## src/rtl/cflog_if.sv

```systemverilog
// CFLog producer bus: committed-transfer handshake from the CPU monitor and
// the hardware write port toward the attestation metadata memory.
interface cflog_if;
    logic        cf_valid;
    logic        cf_ready;
    logic [15:0] cf_src;
    logic [15:0] cf_dest;
    logic [15:0] cflow_src;
    logic [15:0] cflow_dest;
    logic        cflow_hw_wen;
    logic [15:0] cflow_logs_ptr;

    modport master (
        output cf_valid,
        output cf_src,
        output cf_dest,
        input  cf_ready,
        input  cflow_src,
        input  cflow_dest,
        input  cflow_hw_wen,
        input  cflow_logs_ptr
    );

    modport slave (
        input  cf_valid,
        input  cf_src,
        input  cf_dest,
        output cf_ready,
        output cflow_src,
        output cflow_dest,
        output cflow_hw_wen,
        output cflow_logs_ptr
    );
endinterface

```

## src/rtl/cflog_writer.sv

```systemverilog
// CFLog writer: appends committed non-sequential transfers to the control-flow
// log while the attested region runs, folding repeated identical transfers
// (tight loops) into a (CNT_MARK, count) entry.
//
// state  | meaning
// IDLE   | waiting for a transfer landing on er_min; everything else ignored
// ACTIVE | logging transfers and counting repeats of the last logged pair
// FLUSH  | counter entry was just written; write the held pending pair now
// DONE   | exit transfer logged; transfers ignored until log_clear
module cflog_writer #(
    parameter int          LOG_WORDS = 128,
    parameter logic [15:0] CNT_MARK  = 16'hFFFF
) (
    input  logic        mclk,
    input  logic        puc_rst,
    cflog_if.slave      cf_bus,
    input  logic [15:0] er_min,
    input  logic [15:0] er_max,
    input  logic        log_clear,
    output logic        log_active,
    output logic        log_done,
    output logic        log_overflow
);

    typedef enum logic [1:0] {IDLE, ACTIVE, FLUSH, DONE} state_t;

    localparam logic [15:0] LOG_LIMIT = 16'(LOG_WORDS);
    // Counter entries saturate one below CNT_MARK so a count never looks like a tag.
    localparam logic [15:0] REP_SAT   = 16'hFFFE;

    state_t      state, state_nxt;
    logic [15:0] rep_cnt, rep_nxt;
    logic [15:0] last_src, last_dest, last_src_nxt, last_dest_nxt;
    logic        last_vld, last_vld_nxt;
    logic [15:0] pend_src, pend_dest, pend_src_nxt, pend_dest_nxt;
    logic        wr_req;
    logic [15:0] wr_src, wr_dest;
    logic        done_set;
    logic        accept;
    logic        pair_match;

    assign cf_bus.cf_ready = (state != FLUSH);
    assign log_active      = (state == ACTIVE) || (state == FLUSH);
    assign accept          = cf_bus.cf_valid && cf_bus.cf_ready;
    assign pair_match      = last_vld && (cf_bus.cf_src == last_src)
                                      && (cf_bus.cf_dest == last_dest);

    // Next-state and entry selection; fullness is handled at the write itself.
    always_comb begin
        state_nxt     = state;
        rep_nxt       = rep_cnt;
        last_src_nxt  = last_src;
        last_dest_nxt = last_dest;
        last_vld_nxt  = last_vld;
        pend_src_nxt  = pend_src;
        pend_dest_nxt = pend_dest;
        wr_req        = 1'b0;
        wr_src        = 16'h0000;
        wr_dest       = 16'h0000;
        done_set      = 1'b0;
        case (state)
            IDLE: begin
                if (accept && (cf_bus.cf_dest == er_min)) begin
                    wr_req        = 1'b1;
                    wr_src        = cf_bus.cf_src;
                    wr_dest       = cf_bus.cf_dest;
                    last_src_nxt  = cf_bus.cf_src;
                    last_dest_nxt = cf_bus.cf_dest;
                    last_vld_nxt  = 1'b1;
                    state_nxt     = ACTIVE;
                end
            end
            ACTIVE: begin
                if (accept) begin
                    if (pair_match) begin
                        if (rep_cnt == REP_SAT - 16'd1) begin
                            wr_req  = 1'b1;
                            wr_src  = CNT_MARK;
                            wr_dest = REP_SAT;
                            rep_nxt = 16'h0000;
                        end else begin
                            rep_nxt = rep_cnt + 16'd1;
                        end
                    end else if (rep_cnt == 16'h0000) begin
                        wr_req        = 1'b1;
                        wr_src        = cf_bus.cf_src;
                        wr_dest       = cf_bus.cf_dest;
                        last_src_nxt  = cf_bus.cf_src;
                        last_dest_nxt = cf_bus.cf_dest;
                        if (cf_bus.cf_src == er_max) begin
                            done_set  = 1'b1;
                            state_nxt = DONE;
                        end
                    end else begin
                        wr_req        = 1'b1;
                        wr_src        = CNT_MARK;
                        wr_dest       = rep_cnt;
                        pend_src_nxt  = cf_bus.cf_src;
                        pend_dest_nxt = cf_bus.cf_dest;
                        state_nxt     = FLUSH;
                    end
                end
            end
            FLUSH: begin
                wr_req        = 1'b1;
                wr_src        = pend_src;
                wr_dest       = pend_dest;
                rep_nxt       = 16'h0000;
                last_src_nxt  = pend_src;
                last_dest_nxt = pend_dest;
                if (pend_src == er_max) begin
                    done_set  = 1'b1;
                    state_nxt = DONE;
                end else begin
                    state_nxt = ACTIVE;
                end
            end
            DONE: begin
                state_nxt = DONE;
            end
            default: begin
                state_nxt = IDLE;
            end
        endcase
    end

    // State, tracking registers and the write port; a full log drops the entry.
    always_ff @(posedge mclk or posedge puc_rst) begin
        if (puc_rst) begin
            state                 <= IDLE;
            rep_cnt               <= 16'h0000;
            last_src              <= 16'h0000;
            last_dest             <= 16'h0000;
            last_vld              <= 1'b0;
            pend_src              <= 16'h0000;
            pend_dest             <= 16'h0000;
            cf_bus.cflow_src      <= 16'h0000;
            cf_bus.cflow_dest     <= 16'h0000;
            cf_bus.cflow_hw_wen   <= 1'b0;
            cf_bus.cflow_logs_ptr <= 16'h0000;
            log_done              <= 1'b0;
            log_overflow          <= 1'b0;
        end else if (log_clear) begin
            state                 <= IDLE;
            rep_cnt               <= 16'h0000;
            last_src              <= 16'h0000;
            last_dest             <= 16'h0000;
            last_vld              <= 1'b0;
            pend_src              <= 16'h0000;
            pend_dest             <= 16'h0000;
            cf_bus.cflow_src      <= 16'h0000;
            cf_bus.cflow_dest     <= 16'h0000;
            cf_bus.cflow_hw_wen   <= 1'b0;
            cf_bus.cflow_logs_ptr <= 16'h0000;
            log_done              <= 1'b0;
            log_overflow          <= 1'b0;
        end else begin
            state               <= state_nxt;
            rep_cnt             <= rep_nxt;
            last_src            <= last_src_nxt;
            last_dest           <= last_dest_nxt;
            last_vld            <= last_vld_nxt;
            pend_src            <= pend_src_nxt;
            pend_dest           <= pend_dest_nxt;
            cf_bus.cflow_hw_wen <= 1'b0;
            if (wr_req) begin
                if (cf_bus.cflow_logs_ptr < LOG_LIMIT) begin
                    cf_bus.cflow_src      <= wr_src;
                    cf_bus.cflow_dest     <= wr_dest;
                    cf_bus.cflow_hw_wen   <= 1'b1;
                    cf_bus.cflow_logs_ptr <= cf_bus.cflow_logs_ptr + 16'd2;
                end else begin
                    log_overflow <= 1'b1;
                end
            end
            if (done_set) begin
                log_done <= 1'b1;
            end
        end
    end

endmodule

```

## src/flat_wrapper.sv

```systemverilog
// flat-port wrapper written by rule: the top's interface ports become plain ports
module cflog_writer_flat 
#(
    parameter int          LOG_WORDS = 128,
    parameter logic [15:0] CNT_MARK  = 16'hFFFF
)
  (mclk, puc_rst, er_min, er_max, log_clear, log_active, log_done, log_overflow, cf_bus_cf_valid, cf_bus_cf_src, cf_bus_cf_dest, cf_bus_cf_ready, cf_bus_cflow_src, cf_bus_cflow_dest, cf_bus_cflow_hw_wen, cf_bus_cflow_logs_ptr);
  cflog_if cf_bus_i ();
  input  logic mclk;
  input  logic puc_rst;
  input  logic [15:0] er_min;
  input  logic [15:0] er_max;
  input  logic log_clear;
  output logic log_active;
  output logic log_done;
  output logic log_overflow;
  input wire logic [$bits(cf_bus_i.cf_valid)-1:0] cf_bus_cf_valid;
  input wire logic [$bits(cf_bus_i.cf_src)-1:0] cf_bus_cf_src;
  input wire logic [$bits(cf_bus_i.cf_dest)-1:0] cf_bus_cf_dest;
  output wire logic [$bits(cf_bus_i.cf_ready)-1:0] cf_bus_cf_ready;
  output wire logic [$bits(cf_bus_i.cflow_src)-1:0] cf_bus_cflow_src;
  output wire logic [$bits(cf_bus_i.cflow_dest)-1:0] cf_bus_cflow_dest;
  output wire logic [$bits(cf_bus_i.cflow_hw_wen)-1:0] cf_bus_cflow_hw_wen;
  output wire logic [$bits(cf_bus_i.cflow_logs_ptr)-1:0] cf_bus_cflow_logs_ptr;
  assign cf_bus_i.cf_valid = cf_bus_cf_valid;
  assign cf_bus_i.cf_src = cf_bus_cf_src;
  assign cf_bus_i.cf_dest = cf_bus_cf_dest;
  assign cf_bus_cf_ready = cf_bus_i.cf_ready;
  assign cf_bus_cflow_src = cf_bus_i.cflow_src;
  assign cf_bus_cflow_dest = cf_bus_i.cflow_dest;
  assign cf_bus_cflow_hw_wen = cf_bus_i.cflow_hw_wen;
  assign cf_bus_cflow_logs_ptr = cf_bus_i.cflow_logs_ptr;
  cflog_writer #(.LOG_WORDS(LOG_WORDS), .CNT_MARK(CNT_MARK)) u_core (.mclk(mclk), .puc_rst(puc_rst), .cf_bus(cf_bus_i), .er_min(er_min), .er_max(er_max), .log_clear(log_clear), .log_active(log_active), .log_done(log_done), .log_overflow(log_overflow));
endmodule
```

## config.mk

```make
export PLATFORM = sky130hd
export DESIGN_NAME = cflog_writer_flat
export DESIGN_NICKNAME = d
export VERILOG_FILES = /design/src/rtl/cflog_if.sv /design/src/rtl/cflog_writer.sv /design/src/flat_wrapper.sv
export SDC_FILE = /design/constraint.sdc
export NUM_CORES = 1
export LEC_CHECK = 0
export CAP_MARGIN = 40
export CORE_UTILIZATION = 36
export CTS_BUF_LIST = sky130_fd_sc_hd__clkbuf_8
export CTS_CLUSTER_SIZE = 24
export DETAILED_ROUTE_END_ITERATION = 8
export SLEW_MARGIN = 20
export SYNTH_ARGS = -nofsm -noshare
export SYNTH_HDL_FRONTEND = slang
export SYNTH_SLANG_ARGS = --single-unit
```

## constraint.sdc

```tcl
create_clock -name mclk -period 4.7 [get_ports mclk]
set_input_delay 0.94 -clock mclk [delete_from_list [all_inputs] [get_ports mclk]]
set_output_delay 0.94 -clock mclk [all_outputs]
set_load 0.1 [all_outputs]
```

======== Word level (Yosys, flattened, before mapping) ========
Index checks and enable logic that the tools add are counted.
cells by class
  $add $sub $neg .......................... 2
  order comparisons ....................... 1
  equal/unequal tests ..................... 19
  mux-type cells .......................... 78
  reduce and logical (&&, ||, !) cells .... 23
operators by type and width
  operator                                                                       number
  16-bit two-way mux                                                             43
  16-bit one-hot mux with 3 select lines                                         4
  16-bit equality test                                                           5
  16-bit one-hot mux with 2 select lines                                         1
  1-bit two-way mux                                                              20
  16-bit by 1-bit adder with 16-bit output, second input constant                1
  16-bit by 2-bit adder with 16-bit output, second input constant                1
  16-bit equality test, second input constant                                    1
  16-bit logical NOT                                                             1
  16-bit by 8-bit less-than comparator with 1-bit output, second input constant  1
  2-bit two-way mux                                                              7
  2-bit nonzero test                                                             7
  3-bit by 2-bit inequality test with 1-bit output, second input constant        3
  2-bit inequality test, second input constant                                   4
  2-bit one-hot mux with 4 select lines                                          1
  4-bit AND reduction                                                            2
  3-bit inequality test, second input constant                                   2
  2-bit AND reduction                                                            3
  5-bit AND reduction                                                            1
  2-bit equality test, second input constant                                     2
  1-bit logical AND                                                              4
  4-bit inequality test, second input constant                                   1
  4-bit nonzero test                                                             1
  1-bit one-hot mux with 3 select lines                                          1
  6 further kinds                                                                6
word-level totals
  register bits after elaboration ......... 134
  input bits .............................. 68
  output and inout bits ................... 53
  logic and storage cells ................. 136

======== Longest topological paths before layout ========
  depth after elaboration ................. 9
  gate-level depth with buffers ........... 12

======== Least setup slack after synthesis ========
No wires, ideal clock.
  kind .................................... input -> register
  start ................................... in cf_bus_cf_dest[1]
  end ..................................... reg u_core.cf_bus.cflow_logs_ptr[6]
  arrival ................................. 3019 ps
  required time ........................... 4622 ps
  setup slack ............................. 1603 ps
  cell stages on the path ................. 11
  path buffers ............................ 3
  cell sequence ........................... clkbuf_1 > xnor2_1 > nand4_1 > nor3_1 > and4_1 > buf_4 > nor2_1 > a21o_1 > buf_2 > or4_1 > a21oi_1
on the way
  cells in the longest elaborated chain, start to end .. 7
RTL lines
  what                                       RTL line             text
  start: declaration                         flat_wrapper.sv:19   input wire logic [$bits(cf_bus_i.cf_dest)-1:0] cf_bus_cf_dest;
  16-bit equality test                       cflog_writer.sv:46   && (cf_bus.cf_dest == last_dest);
  1-bit logical AND                          cflog_writer.sv:46
  1-bit two-way mux                          cflog_writer.sv:75   if (pair_match) begin
  1-bit two-way mux                          cflog_writer.sv:74   if (accept) begin
  1-bit one-hot mux with 3 select lines (*)  cflog_writer.sv:61   case (state)
  2-bit nonzero test (no source line) (*)    n/a
  2-bit AND reduction (no source line) (*)   n/a
  end signal: assignment                     cflog_writer.sv:171  cf_bus.cflow_logs_ptr <= cf_bus.cflow_logs_ptr + 16'd2;
  end: declaration                           cflog_if.sv:32       output cflow_logs_ptr
Mark *: on every way between the ends. The rest lies on a longest branch, timed or not.
A chain may end at the register's enable or synchronous reset.

======== Worst setup path after layout ========
  start ................................... in cf_bus_cf_dest[2]
  end ..................................... reg u_core.rep_cnt[13]
on the way
  cells in the longest elaborated chain, start to end .. 4
RTL lines
  what                                                               RTL line             text
  16-bit equality test                                               cflog_writer.sv:46
  1-bit logical AND                                                  cflog_writer.sv:46
  3-bit by 2-bit inequality test with 1-bit output (no source line)  n/a
  3-bit AND reduction (no source line)                               n/a
  end signal: assignment                                             cflog_writer.sv:159  rep_cnt <= rep_nxt;
  end: declaration                                                   cflog_writer.sv:32   logic [15:0] rep_cnt, rep_nxt;
No other way between the ends.

==> results.md <==
- Status: finished clean
- Area Overhead vs Synth: 38.4%
- Crit path cell chain: clkdlybuf4s50_1, xnor2_1, nand4_1, nor4_1, nand4b_1, buf_4, o22ai_1, nor2_1, or4_1, o31ai_1
- Crit path kind: in2reg
- Inserted Clock Buffers: 17
- Final Cell Area: 0.0103 mm^2
- Area share of the largest cell type after synthesis: 0.446
- Clock sinks: 133
- Top delay family on crit path: simple AND/OR/NAND/NOR gates
- Multi-input logic area: 0.00383 mm^2
- P_leak: 3.97 nW
- Antenna violations before repair: 0
- CP Data Required Time: 5.05 ns
- Final Hold Vio Count: 0
- Flop pwr share: 0.324
- Initial Utilization: 0.368
- # Post-CTS Setup Buffers: 0
- First-pass GRT wire length: 37.3 mm
- Crit-path slowest cell: or4_1
- Worst path bufs/invs: 2
- Max-Cap Viols: 0
- Worst-Margin Slew: ~0.67 ns
- Post-synthesis cell count: 819
- FILL cells: 1926
- Yosys top cell by area: dfrtp_1
- Sequential-to-total area share from yosys stat: 0.446
- Fin Hold WS: 0.504 ns
- Yosys warnings: 0
- Total Routing Usage GR: 0.224
- Via count: 6643
- Worst setup EP type: flop
- CTS H-tree depth: 4
- Gr ovfl total: 0
- # IOs: 121
- Power Density: 397 mW/mm^2
- Slew Viols, Final: 0
- Nets: 1045
- # hold bufs at CTS: 0
- Worst slew margin: 0.549
- Share of post-route cells with drive strength above 1: 0.125
- Vias in the first global route: about 6700
- Post-synth ARST share: 1.00
- # rows: 52
- DR iter-0 viols: roughly 500
- Post-route setup TNS: 0 ns
- Hold WC Path Type: reg2reg
- Worst skew pair latency: 0.46 ns
- PostCTS Resize Cnt: 0
- Number of diodes: 0
- Unrepaired setup endpoints after global routing: false
- Post-layout min period: 3.77 ns
- IO buf count: 119
- Setup-failing EPs final: 0
- Seq. cell area: 0.00333 mm^2
- Syn nets: 896
- Routed WL: 23.0 mm
- Clock Skew: 0.0131 ns
- Number of flops mapped to enable cells by yosys: 0
- Antenna Nets Post-Route: 0
- Pre-antenna DRT Iters: 5
- FMAX: 265 MHz
- Peak supply drop: approximately 0.32 mV
- Die H: approximately 150 um
- Die width: 146 um
- Register bit total from synthesis: 133
- GPL Wtd Cong: 0.836
- Startpoint types: input port
- Fin crit share: 0.803
- Pin count of the biggest net entering global routing: between 80 and 90
- Sw power: 1.59 mW
- Total Die Area: 0.0213 mm^2
- Post-route DRC: 0
- TritonCTS clock tree: done
- Clk pwr share: 0.279
- Dpl cell area: 0.00983 mm^2
- Logic pwr share: 0.397
- Core ar.: around 0.020 mm^2
- Global route hottest layer: met2
- Internal Power: 2.51 mW
- Syn_area_per_cell: between 9 and 10 um^2
- Main synth FF type: dfrtp_1
- Root buffer cell: clkbuf_8
- Detailed Place HPWL: 16.4 mm
- Mapped Area: approximately 0.0075 mm^2
- Routed WL per cell: 18.4 um
- Top post-synthesis cells by area: dfrtp_1 (45%), a211oi_1 (6.4%), xnor2_1 (6.0%)
- Post-DR vias/cell: 5.31
- Routing usage on met1: 0.316
- Distinct cells, synth: 54
- Switching share of total power: 0.388
- Grt met3 use: 0.0381
- Clk pin slew, worst setup/hold paths: 0.07 ns
- Arrival time worst endpoint: 4.12 ns
- Worst-path maximum fanout: 10
- Grt met2 use: 0.354
- Clock Path Buffers: 2
- Crit-path max cell delay: 0.60 ns
==> cell type report <==
type                       count  area share
sequential                   133       0.322
clock inverter                13      0.0197
inverter                      17     0.00666
multi-input combinational    601       0.371
clock buffer                  19      0.0253
timing repair buffer         198       0.222
tap                          270      0.0327
==> registers in the layout, indices dropped and copies added (netlist names) <==
| signal | cells |
|---|---|
| u_core.cf_bus.cflow_dest | 16 |
| u_core.log_overflow | 1 |
| u_core.pend_dest | 16 |
| u_core.last_dest | 16 |
| u_core.cf_bus.cflow_src | 16 |
| u_core.last_src | 16 |
| u_core.log_done | 1 |
| u_core.last_vld | 1 |
| u_core.cf_bus.cflow_hw_wen | 1 |
| u_core.rep_cnt | 16 |
| u_core.state | 2 |
| u_core.cf_bus.cflow_logs_ptr | 15 |
| u_core.pend_src | 16 |
==> per-layer routing <==
metal	routed length, um	vias to the layer above
li1	-	3222
met1	10800	3231
met2	10800	166
met3	1050	24
met4	329	0
met5	0	-
==> layout by cell type, fill, tap and decap left out, types with 18 or more instances in the layout <==
cell type / instances
xnor2_1: 51
a21oi_1: 74
nand2_1: 85
buf_4: 22
a211oi_1: 64
clkbuf_8: 19
o21ai_0: 20
mux2i_1: 34
buf_8: 49
dfrtp_1: 133
nor2_1: 87
xor2_1: 24
nand4_1: 18
clkdlybuf4s50_1: 118
==> cell families (layout without fill, tap and decap cells) <==
group / after synthesis / in the layout / share of synthesized area
adders and majority gates: 9 / 9 / 0.0151
other: 1 / 1 / 0.000502
and+or+nand+nor: 257 / 257 / 0.160
DFF: 133 / 133 / 0.446
muxes: 34 / 34 / 0.0456
buffers and inverters: 85 / 247 / 0.0447
xor gates and xnor gates: 75 / 75 / 0.0880
AOI/OAI and AO/OA: 225 / 225 / 0.201
==> worst register-to-register path, delay by kind of cell, from the launching register on <==
kind                       cells  cell delay [ns]
buffers and inverters          3             0.63
AOI/OAI and AO/OA              4             1.29
DFF                            1             0.43
adders and majority gates      1             0.32
and+or+nand+nor                3             0.60
==> synthesized netlist by cell type (17+ instances only) <==
cell type,n
o21ai_0,20
nand4_1,18
a211oi_1,64
clkbuf_1,56
xor2_1,24
nand2_1,85
inv_1,17
a21oi_1,75
nor2_1,87
dfrtp_1,133
xnor2_1,51
mux2i_1,34
==> path summary, 6_finish.rpt <==
path	startpoint	end	slack (ns)	cells past startpoint
setup / recovery	cf_bus_cf_dest[2]	u_core.rep_cnt[13]$_DFFE_PP0P_	0.93	10
hold / removal	u_core.last_vld$_DFFE_PP0P_	u_core.last_vld$_DFFE_PP0P_	0.50	2
setup reg to reg	u_core.state[0]$_DFFE_PP0P_	u_core.last_src[14]$_DFFE_PP0P_	1.32	11
hold reg to reg	u_core.last_vld$_DFFE_PP0P_	u_core.last_vld$_DFFE_PP0P_	0.50	2
max in group asynchronous	puc_rst	u_core.rep_cnt[13]$_DFFE_PP0P_	3.32	3
min in group asynchronous	puc_rst	u_core.pend_src[2]$_DFFE_PP0P_	0.78	2
==> stage by stage <==
| step | setup slack (ns) | power (mW) | instances | util |
|---|---|---|---|---|
| 2_1_floorplan | 0.206 | 2.31 | 819 | - |
| 3_3_place_gp | 0.427 | 2.71 | 1162 | 0.440 |
| 3_5_place_dp | 0.507 | 2.98 | 1217 | 0.484 |
| 4_1_cts | 0.973 | 4.12 | 1249 | 0.507 |
| 5_1_grt | 0.733 | 4.28 | 1251 | 0.509 |
| 6_report | 0.926 | 4.10 | 1251 | 0.509 |
==> power by group through the flow <==
stage	Combinational, mW	Clock, mW	Sequential (mW)
CTS	1.63	1.16	1.33
global route	1.72	1.21	1.35
global placement	1.36	0	1.35
floorplan	0.514	0	1.80
finish	1.63	1.14	1.33
detailed placement	1.62	0	1.35
Note: power is estimated with default switching activity, not from simulation.
